[src/rtl/traffic_pkg.sv]
// Segment patterns and digit-select encoding for the countdown display.
// Seg bit0 = a .. bit6 = g; Dig_En bit3 = A_H .. bit0 = B_L.
package traffic_pkg;

    localparam logic [6:0] SEG_0     = 7'h3F;
    localparam logic [6:0] SEG_1     = 7'h06;
    localparam logic [6:0] SEG_2     = 7'h5B;
    localparam logic [6:0] SEG_3     = 7'h4F;
    localparam logic [6:0] SEG_4     = 7'h66;
    localparam logic [6:0] SEG_5     = 7'h6D;
    localparam logic [6:0] SEG_6     = 7'h7D;
    localparam logic [6:0] SEG_7     = 7'h07;
    localparam logic [6:0] SEG_8     = 7'h7F;
    localparam logic [6:0] SEG_9     = 7'h6F;
    localparam logic [6:0] SEG_DASH  = 7'h40;
    localparam logic [6:0] SEG_BLANK = 7'h00;

    // Slot number equals the Dig_En bit it drives.
    typedef enum logic [1:0] {
        SLOT_B_L = 2'd0,
        SLOT_B_H = 2'd1,
        SLOT_A_L = 2'd2,
        SLOT_A_H = 2'd3
    } slot_t;

    function automatic logic [3:0] slot_dig_en(input slot_t s);
        return 4'b0001 << s;
    endfunction

endpackage

[src/rtl/traffic_display_scan_bcd_to_seg.sv]
// BCD digit to 7-segment decoder with blank override; purely combinational.
// 0-9 standard glyphs, 10-14 off, 15 dash.
module bcd_to_seg
    import traffic_pkg::*;
(
    input  logic [3:0] i_val,
    input  logic       i_blank,
    output logic [6:0] o_seg
);

    always_comb begin
        o_seg = SEG_BLANK;
        if (!i_blank) begin
            case (i_val)
                4'd0:    o_seg = SEG_0;
                4'd1:    o_seg = SEG_1;
                4'd2:    o_seg = SEG_2;
                4'd3:    o_seg = SEG_3;
                4'd4:    o_seg = SEG_4;
                4'd5:    o_seg = SEG_5;
                4'd6:    o_seg = SEG_6;
                4'd7:    o_seg = SEG_7;
                4'd8:    o_seg = SEG_8;
                4'd9:    o_seg = SEG_9;
                4'd15:   o_seg = SEG_DASH;
                default: o_seg = SEG_BLANK;
            endcase
        end
    end

endmodule

[src/rtl/traffic_display_scan.sv]
// Multiplexed 4-digit countdown display and lamp driver with wink blinking.
// Lamps and Seg lag inputs by one Clk; digits are sampled once per frame; no backpressure.
module traffic_display_scan
    import traffic_pkg::*;
#(
    parameter int SCAN_DIV     = 1000,
    parameter int BLANK_CYC    = 2,
    parameter int BLINK_FRAMES = 64
) (
    input  logic       Clk,
    input  logic       Rst_n,
    input  logic       A_Light,
    input  logic       B_Light,
    input  logic [3:0] A_Time_H,
    input  logic [3:0] A_Time_L,
    input  logic [3:0] B_Time_H,
    input  logic [3:0] B_Time_L,
    input  logic       Wink,
    output logic [6:0] Seg,
    output logic [3:0] Dig_En,
    output logic       Led_A_Grn,
    output logic       Led_A_Red,
    output logic       Led_B_Grn,
    output logic       Led_B_Red
);

    localparam int PW = $clog2(SCAN_DIV);
    localparam int FW = $clog2(BLINK_FRAMES + 1);
    localparam logic [PW-1:0] PRESC_LAST = PW'(SCAN_DIV - 1);
    localparam logic [PW-1:0] BLANK_END  = PW'(BLANK_CYC);
    localparam logic [FW-1:0] FRAME_LAST = FW'(BLINK_FRAMES - 1);

    logic [PW-1:0] r_presc;
    slot_t         r_slot;
    logic [3:0]    r_sh_a_h, r_sh_a_l, r_sh_b_h, r_sh_b_l;
    logic [FW-1:0] r_frame_cnt;
    logic          r_phase;
    logic [6:0]    r_seg;
    logic          r_a_grn, r_a_red, r_b_grn, r_b_red;

    logic          w_slot_end, w_frame_start, w_dark, w_blank;
    logic [3:0]    w_digit;
    logic [6:0]    w_seg_nxt;

    assign w_slot_end    = (r_presc == PRESC_LAST);
    assign w_frame_start = w_slot_end && (r_slot == SLOT_B_L);
    assign w_dark        = Wink && !r_phase;

    always_ff @(posedge Clk or negedge Rst_n) begin
        if (!Rst_n) begin
            r_presc <= '0;
            r_slot  <= SLOT_A_H;
        end else if (w_slot_end) begin
            r_presc <= '0;
            r_slot  <= slot_t'(r_slot - 2'd1);
        end else begin
            r_presc <= r_presc + PW'(1);
        end
    end

    // Shadow digits change only as the scan re-enters A_H, so one frame is always coherent.
    always_ff @(posedge Clk or negedge Rst_n) begin
        if (!Rst_n) begin
            r_sh_a_h <= 4'hF;
            r_sh_a_l <= 4'hF;
            r_sh_b_h <= 4'hF;
            r_sh_b_l <= 4'hF;
        end else if (w_frame_start) begin
            r_sh_a_h <= A_Time_H;
            r_sh_a_l <= A_Time_L;
            r_sh_b_h <= B_Time_H;
            r_sh_b_l <= B_Time_L;
        end
    end

    // Phase only matters while winking; parking it on with a cleared count outside
    // wink makes both Wink edges start (or recover) lit without extra edge logic.
    always_ff @(posedge Clk or negedge Rst_n) begin
        if (!Rst_n) begin
            r_frame_cnt <= '0;
            r_phase     <= 1'b1;
        end else if (!Wink) begin
            r_frame_cnt <= '0;
            r_phase     <= 1'b1;
        end else if (w_frame_start) begin
            if (r_frame_cnt == FRAME_LAST) begin
                r_frame_cnt <= '0;
                r_phase     <= ~r_phase;
            end else begin
                r_frame_cnt <= r_frame_cnt + FW'(1);
            end
        end
    end

    always_comb begin
        w_digit = r_sh_b_l;
        w_blank = 1'b0;
        case (r_slot)
            SLOT_A_H: begin w_digit = r_sh_a_h; w_blank = (r_sh_a_h == 4'd0); end
            SLOT_A_L: w_digit = r_sh_a_l;
            SLOT_B_H: begin w_digit = r_sh_b_h; w_blank = (r_sh_b_h == 4'd0); end
            default:  w_digit = r_sh_b_l;
        endcase
    end

    bcd_to_seg u_bcd_to_seg (
        .i_val   (w_digit),
        .i_blank (w_blank),
        .o_seg   (w_seg_nxt)
    );

    // Seg settles one Clk into a slot, inside the blanking window (BLANK_CYC >= 1).
    always_ff @(posedge Clk or negedge Rst_n) begin
        if (!Rst_n) begin
            r_seg   <= '0;
            r_a_grn <= 1'b0;
            r_a_red <= 1'b0;
            r_b_grn <= 1'b0;
            r_b_red <= 1'b0;
        end else begin
            r_seg   <= w_seg_nxt;
            r_a_grn <= A_Light;
            r_a_red <= ~A_Light;
            r_b_grn <= B_Light;
            r_b_red <= ~B_Light;
        end
    end

    assign Seg       = r_seg;
    assign Dig_En    = ((r_presc >= BLANK_END) && !w_dark) ? slot_dig_en(r_slot) : 4'b0000;
    assign Led_A_Grn = r_a_grn & ~w_dark;
    assign Led_A_Red = r_a_red & ~w_dark;
    assign Led_B_Grn = r_b_grn & ~w_dark;
    assign Led_B_Red = r_b_red & ~w_dark;

endmodule

[config.mk]
export PLATFORM = sky130hd
export DESIGN_NAME = traffic_display_scan
export DESIGN_NICKNAME = d
export VERILOG_FILES = /design/src/rtl/traffic_pkg.sv /design/src/rtl/traffic_display_scan_bcd_to_seg.sv /design/src/rtl/traffic_display_scan.sv
export SDC_FILE = /design/constraint.sdc
export NUM_CORES = 1
export LEC_CHECK = 0
export ABC_AREA = 1
export BUFFER_PORTS_ARGS = -buffer_cell sky130_fd_sc_hd__buf_2
export CORE_ASPECT_RATIO = 1.1
export CORE_MARGIN = 4
export CORE_UTILIZATION = 57
export CTS_BUF_LIST = sky130_fd_sc_hd__clkbuf_4 sky130_fd_sc_hd__clkbuf_8 sky130_fd_sc_hd__clkbuf_16
export CTS_CLUSTER_SIZE = 30
export DETAILED_ROUTE_END_ITERATION = 10
export GPL_TIMING_DRIVEN = 0
export PLACE_DENSITY_LB_ADDON = 0.2
export SETUP_SLACK_MARGIN = 0.02
export SYNTH_ARGS = -nofsm -noshare
export SYNTH_HDL_FRONTEND = slang
export SYNTH_SLANG_ARGS = --single-unit
[constraint.sdc]
create_clock -name Clk -period 2.4 [get_ports Clk]
set_clock_uncertainty 0.1 [all_clocks]
set_input_delay 0.48 -clock Clk [delete_from_list [all_inputs] [get_ports Clk]]
set_output_delay 0.48 -clock Clk [all_outputs]
set_load 0.005 [all_outputs]
; ---- Word level (Yosys, flattened, before mapping)
; Memories as Yosys holds them, arrays and structs flattened.
; Index checks and enable logic that the tools add are counted.
[totals]
memories = 1
rom_bits = 112
output_inout_bits = 15
register_bits = 47
[memory_table]
columns = memory, words, word_bits, rd, rd_clocked_by_memory_dff, write_ports, line
row1 = (name not given), 16, 7, 1, 0, 0, traffic_display_scan_bcd_to_seg.sv:14  ; case (i_val)
[classes]
n_mux = 11
eq_ne = 7
bitwise_logic = 8
add_sub_neg = 3
reduce_logical = 9
n_shift = 1
order_cmp = 1
[ops]
columns = cell, count
row1 = 7-bit 2-to-1 mux, 4
row2 = 4-bit one-hot mux with 3 select lines, 1
row3 = "10-bit by 1-bit adder with 10-bit output, second input constant", 1
row4 = "10-bit == test, second input constant", 1
row5 = "10-bit by 2-bit >= comparator with 1-bit output, second input constant", 1
row6 = 10-bit 2-to-1 mux, 1
row7 = 4-bit zero test, 2
row8 = "7-bit by 1-bit adder with 7-bit output, second input constant", 1
row9 = "7-bit by 6-bit == test with 1-bit output, second input constant", 1
row10 = 1-bit bitwise AND, 4
row11 = "2-bit == test, second input constant", 2
row12 = 4-bit 2-to-1 mux, 1
row13 = "2-bit by 1-bit != test with 1-bit output, second input constant", 2
row14 = 1-bit NOT, 4
row15 = "1-bit by 2-bit << shifter with 4-bit output, first input constant", 1
row16 = 1-bit logical AND, 3
row17 = 1-bit 2-to-1 mux, 3
row18 = "2-bit by 1-bit == test with 1-bit output, second input constant", 1
row19 = 1-bit zero test, 2
row20 = 2-bit zero test, 1
row21 = 1-bit one-hot mux with 2 select lines, 1
row22 = 2-bit AND reduction, 1
row23 = "2-bit by 1-bit subtractor with 2-bit output, second input constant", 1

; ---- Depth between registers and ports, before layout
[logic_depth]
word_depth = 5
depth_mapped = 12
mapped_depth_nobuf = 12

; ---- By module
; Synthesis repeated with hierarchy kept, for this count alone.
[hier_totals]
cells_unflattened = 290
area_unflattened_um2 = 2416.1
[by_module_without_submodules]
columns = module, cells_each, seq_area_each_um2, area_per_inst_um2, n_inst
row1 = traffic_display_scan, 251, 1199.9, 2199.6, 1
row2 = bcd_to_seg, 39, 0.0, 216.5, 1

; ---- Least setup slack after synthesis
; Ideal clock, no wire load.
[synth_timing]
path_type = register -> register
start = register r_slot[0]
end = register r_seg[3], in the netlist Seg[3]
synth_period_minus_slack_ns = 2.094
stages_incl_launch_ff = 11
setup_ns = 0.072
slack_ns = 0.306
arrival_ns = 1.922
path_buffers = 0
cell_sequence = dfstp_2 > inv_1 > ha_1 > inv_2 > nand2_1 > o21ai_2 > inv_1 > ha_1 > nor2_1 > nor2_1 > nor2_1
[synth_via]
elab_chain_len = 4
[synth_rtl]
columns = item, line
row1 = "start, declared", traffic_display_scan.sv:34  ; slot_t r_slot;
row2 = "start signal, assigned", traffic_display_scan.sv:55  ; r_slot <= slot_t'(r_slot - 2'd1);
row3 = 2-bit by 1-bit == test with 1-bit output / 2-bit == test (equally long branches), traffic_display_scan.sv:98  ; case (r_slot)
row4 = 4-bit one-hot mux with 3 select lines, traffic_display_scan.sv:98
row5 = memory 16 x 7 bit, n/a
row6 = 7-bit 2-to-1 mux *, traffic_display_scan_bcd_to_seg.sv:13  ; if (!i_blank) begin
row7 = via u_bcd_to_seg.o_seg[3], traffic_display_scan_bcd_to_seg.sv:8  ; output logic [6:0] o_seg
row8 = "end signal, assigned", traffic_display_scan.sv:121  ; r_seg <= w_seg_nxt;
row9 = "end, declared", traffic_display_scan.sv:38  ; logic [6:0] r_seg;
; The timed path passes the listed nets; every way through them passes the cells marked *.
; A chain may end at the register's enable or synchronous reset.

; ---- Worst setup path after layout
; Same ends and word-level chain as after synthesis.

==> metrics.md <==
| Metric | Value |
|---|---|
| Outcome | `finished, final reports clean` |
| Share of cells above drive strength 1 | `0.231` |
| Num ports | `36` |
| Vias per cell | `4.95` |
| Seq/Total Area, Yosys | `0.479` |
| Sum Neg Setup Slack | `0 ps` |
| WS Path Type | `reg2reg` |
| Starting Density | `0.585` |
| Clock Tree Root | `clkbuf_8` |
| Vias in the first global route | `2,015` |
| Mean Syn Cell Area | `7.78 um2` |
| Cell variety after synth | `26` |
| P&R area growth vs syn | `13.9%` |
| RSZ-0062 raised after global routing | `false` |
| DP Area | `2740 um2` |
| Setup violators final | `0` |
| Post-CTS Resized | `0` |
| Routed Antenna Nets | `0` |
| DIE HEIGHT | `77.5 um` |
| Initial DRC count | `85` |
| CP Max Fanout | `8` |
| CP required | `2530 ps` |
| Design Area, Final | `2850 um2` |
| Clk sinks | `47` |
| DR vias | `2,071` |
| Top-count cell post-synth | `nand2_1` |
| Critical R2R Launch | `r_slot[0]$_DFFE_PN1N_` |
| Top FF cell, synth | `dfrtp_1` |
| Tcrit/Tclk final | `0.912` |
| Seq cells post-synth | `47` |
| Final hold vios | `0` |
| Total CTS buffers | `5` |
| Grt ovf | `0` |
| Startpoint Class | `flip-flop` |
| Fin crit period | `2190 ps` |
| CORE AREA | `4290 um2` |
| Die ar. | `5520 um2` |
| Post-synth EDFFs | `0` |
| Num rows | `25` |
| Post-layout net count | `397` |
| Worst rel slew slack | `0.329` |
| Worst setup EP type | `flip-flop` |
| Fill cells | `370` |
| Start point of the worst min-delay path | `B_Light` |
| Drt first pass iters | `4` |
| CTS tree | `yes` |
| Synth top area cells | `dfrtp_1 28%, dfstp_2 20%, nand2_1 14%, nor2_1 7.2%, inv_1 6.7%` |
| H-tree Lvls | `2` |
| HPWL after DPL | `3.56 mm` |
| Clk_lat worst skew | `290 ps` |
| Bufs on Longest Clock Path | `2` |
| Max-slew violations | `0` |
| Per-cell routed wire length | `11.4 um` |
| DR DRC count | `0` |
| Hold Path Class | `in2reg` |
| Pin count of the biggest net entering global routing | `48` |
| Share of flip-flops with an asynchronous set or reset | `1.00` |
| Synth area leader | `dfrtp_1` |
| # Post-CTS Setup Buffers | `0` |
| Peak Freq | `457 MHz` |
| Max-Cap Viols | `0` |
| Die W | `71.2 um` |
| Drt total wl | `4.78 mm` |
| Pwr dens | `474 nW/um2` |
| Post-Synthesis Cell Area | `2500 um2` |
| Top cell type's share of synthesized area | `0.280` |
| Worst IR Drop VDD | `292 uV` |
| IO Port Bufs | `34` |
| Pleak | `1.51 nW` |
| Most frequent cells after synthesis | `96 x nand2_1, 48 x nor2_1, 45 x inv_1, 28 x dfrtp_1, 19 x dfstp_2` |
| Worst Setup SP | `r_slot[0]$_DFFE_PN1N_` |
| Synth warn | `0` |
| Clk pin slew, worst setup/hold paths | `80 ps` |
| Antenna violations before repair | `0` |
| Post-Syn Instances | `322` |
| Worst EP arrival | `2320 ps` |
| Routability Congestion | `0.813` |
| Worst Tran Pin Value | `1010 ps` |
| Antenna Cells | `0` |
| First-pass GRT wire length | `8.46 mm` |
| Syn_nets | `356` |
| Total GRT Usage | `0.191` |
| Hold-fix buffers, CTS | `0` |
[path summary, 6_finish.rpt]
path	end	slack (ps)	cells after the start
min reg2reg	r_sh_a_l[0]$_DFFE_PN1P_	370	2
max	Seg[3]$_DFF_PN0_	210	10
max reg2reg	Seg[3]$_DFF_PN0_	210	10
min in group asynchronous	r_frame_cnt[1]$_DFFE_PN0P_	250	1
min	r_b_grn$_DFF_PN0_	200	1
max in group asynchronous	r_presc[8]$_DFF_PN0_	1320	1
[final cells by class]
type                    count  area [um2]  area share
plain buffers               5        40.0      0.0140
clock buffers               7        83.8      0.0294
clock inverters             1        5.00     0.00175
inverters                  50         190      0.0667
multi-input cells         220        1100       0.384
flip-flops and latches     47        1200       0.421
well taps                  54        67.6      0.0237
repair buffers             34         170      0.0596
[worst max-delay path, stage by stage (launching register included)]
cell,delay [ps]
dfstp_2,550
inv_1,80
ha_2,240
inv_4,120
nand2_1,100
o21ai_4,230
inv_1,110
ha_1,300
nor2_1,140
nor2_1,60
nor2_1,90
[state kept, by name, indices dropped and copies added (netlist names)]
signal       count
Seg              7
r_sh_b_l         4
r_presc         10
r_slot           2
r_sh_a_h         4
r_a_red          1
r_b_grn          1
r_sh_a_l         4
r_frame_cnt      7
r_b_red          1
r_a_grn          1
r_phase          1
r_sh_b_h         4
[layout by cell type, fill, tap and decap left out, types with 3 or more instances in the layout]
master,n
nor2_1,47
dfrtp_1,28
o21ai_1,4
a21oi_1,8
inv_2,4
dfstp_2,19
ha_1,12
nor3_1,3
nand4_1,5
o21ai_0,17
inv_1,45
buf_2,36
nand3_1,10
nand2_1,96
nor2_2,3
clkbuf_8,5
[stage by stage]
stage	hold slack (ps)	total power, W	setup slack [ps]	cells	utilization
after global placement	355	0.000881	86.8	410	0.640
after floorplan	84.4	0.000839	306	322	-
final	202	0.00135	211	418	0.666
after CTS	191	0.00137	24.5	418	0.661
after global routing	188	0.00141	70.0	418	0.666
after detailed placement	358	0.000882	44.7	410	0.640
[power breakdown]
group	internal, W	switching (W)	total (W)
Sequential	0.000801	0.00000377	0.000805
Clock	0.000228	0.000258	0.000486
Combinational	0.0000237	0.0000382	0.0000618
[cells by family after synthesis]
family	Yosys count	synth area share
simple gates	171	0.286
buf+inv	55	0.0909
flops	47	0.479
compound gates	35	0.0759
fa+ha+maj	13	0.0649
xor+xnor	1	0.00350
[per-layer routing]
layer / vias up / share of wire / GRT usage
li1: 1067 / - / -
met1: 965 / 0.44 / 0.227
met2: 31 / 0.50 / 0.331
met3: 8 / 0.040 / 0.0453
met4: 0 / 0.021 / 0.0714
met5: - / 0 / 0
(Power assumes the default switching activity.)
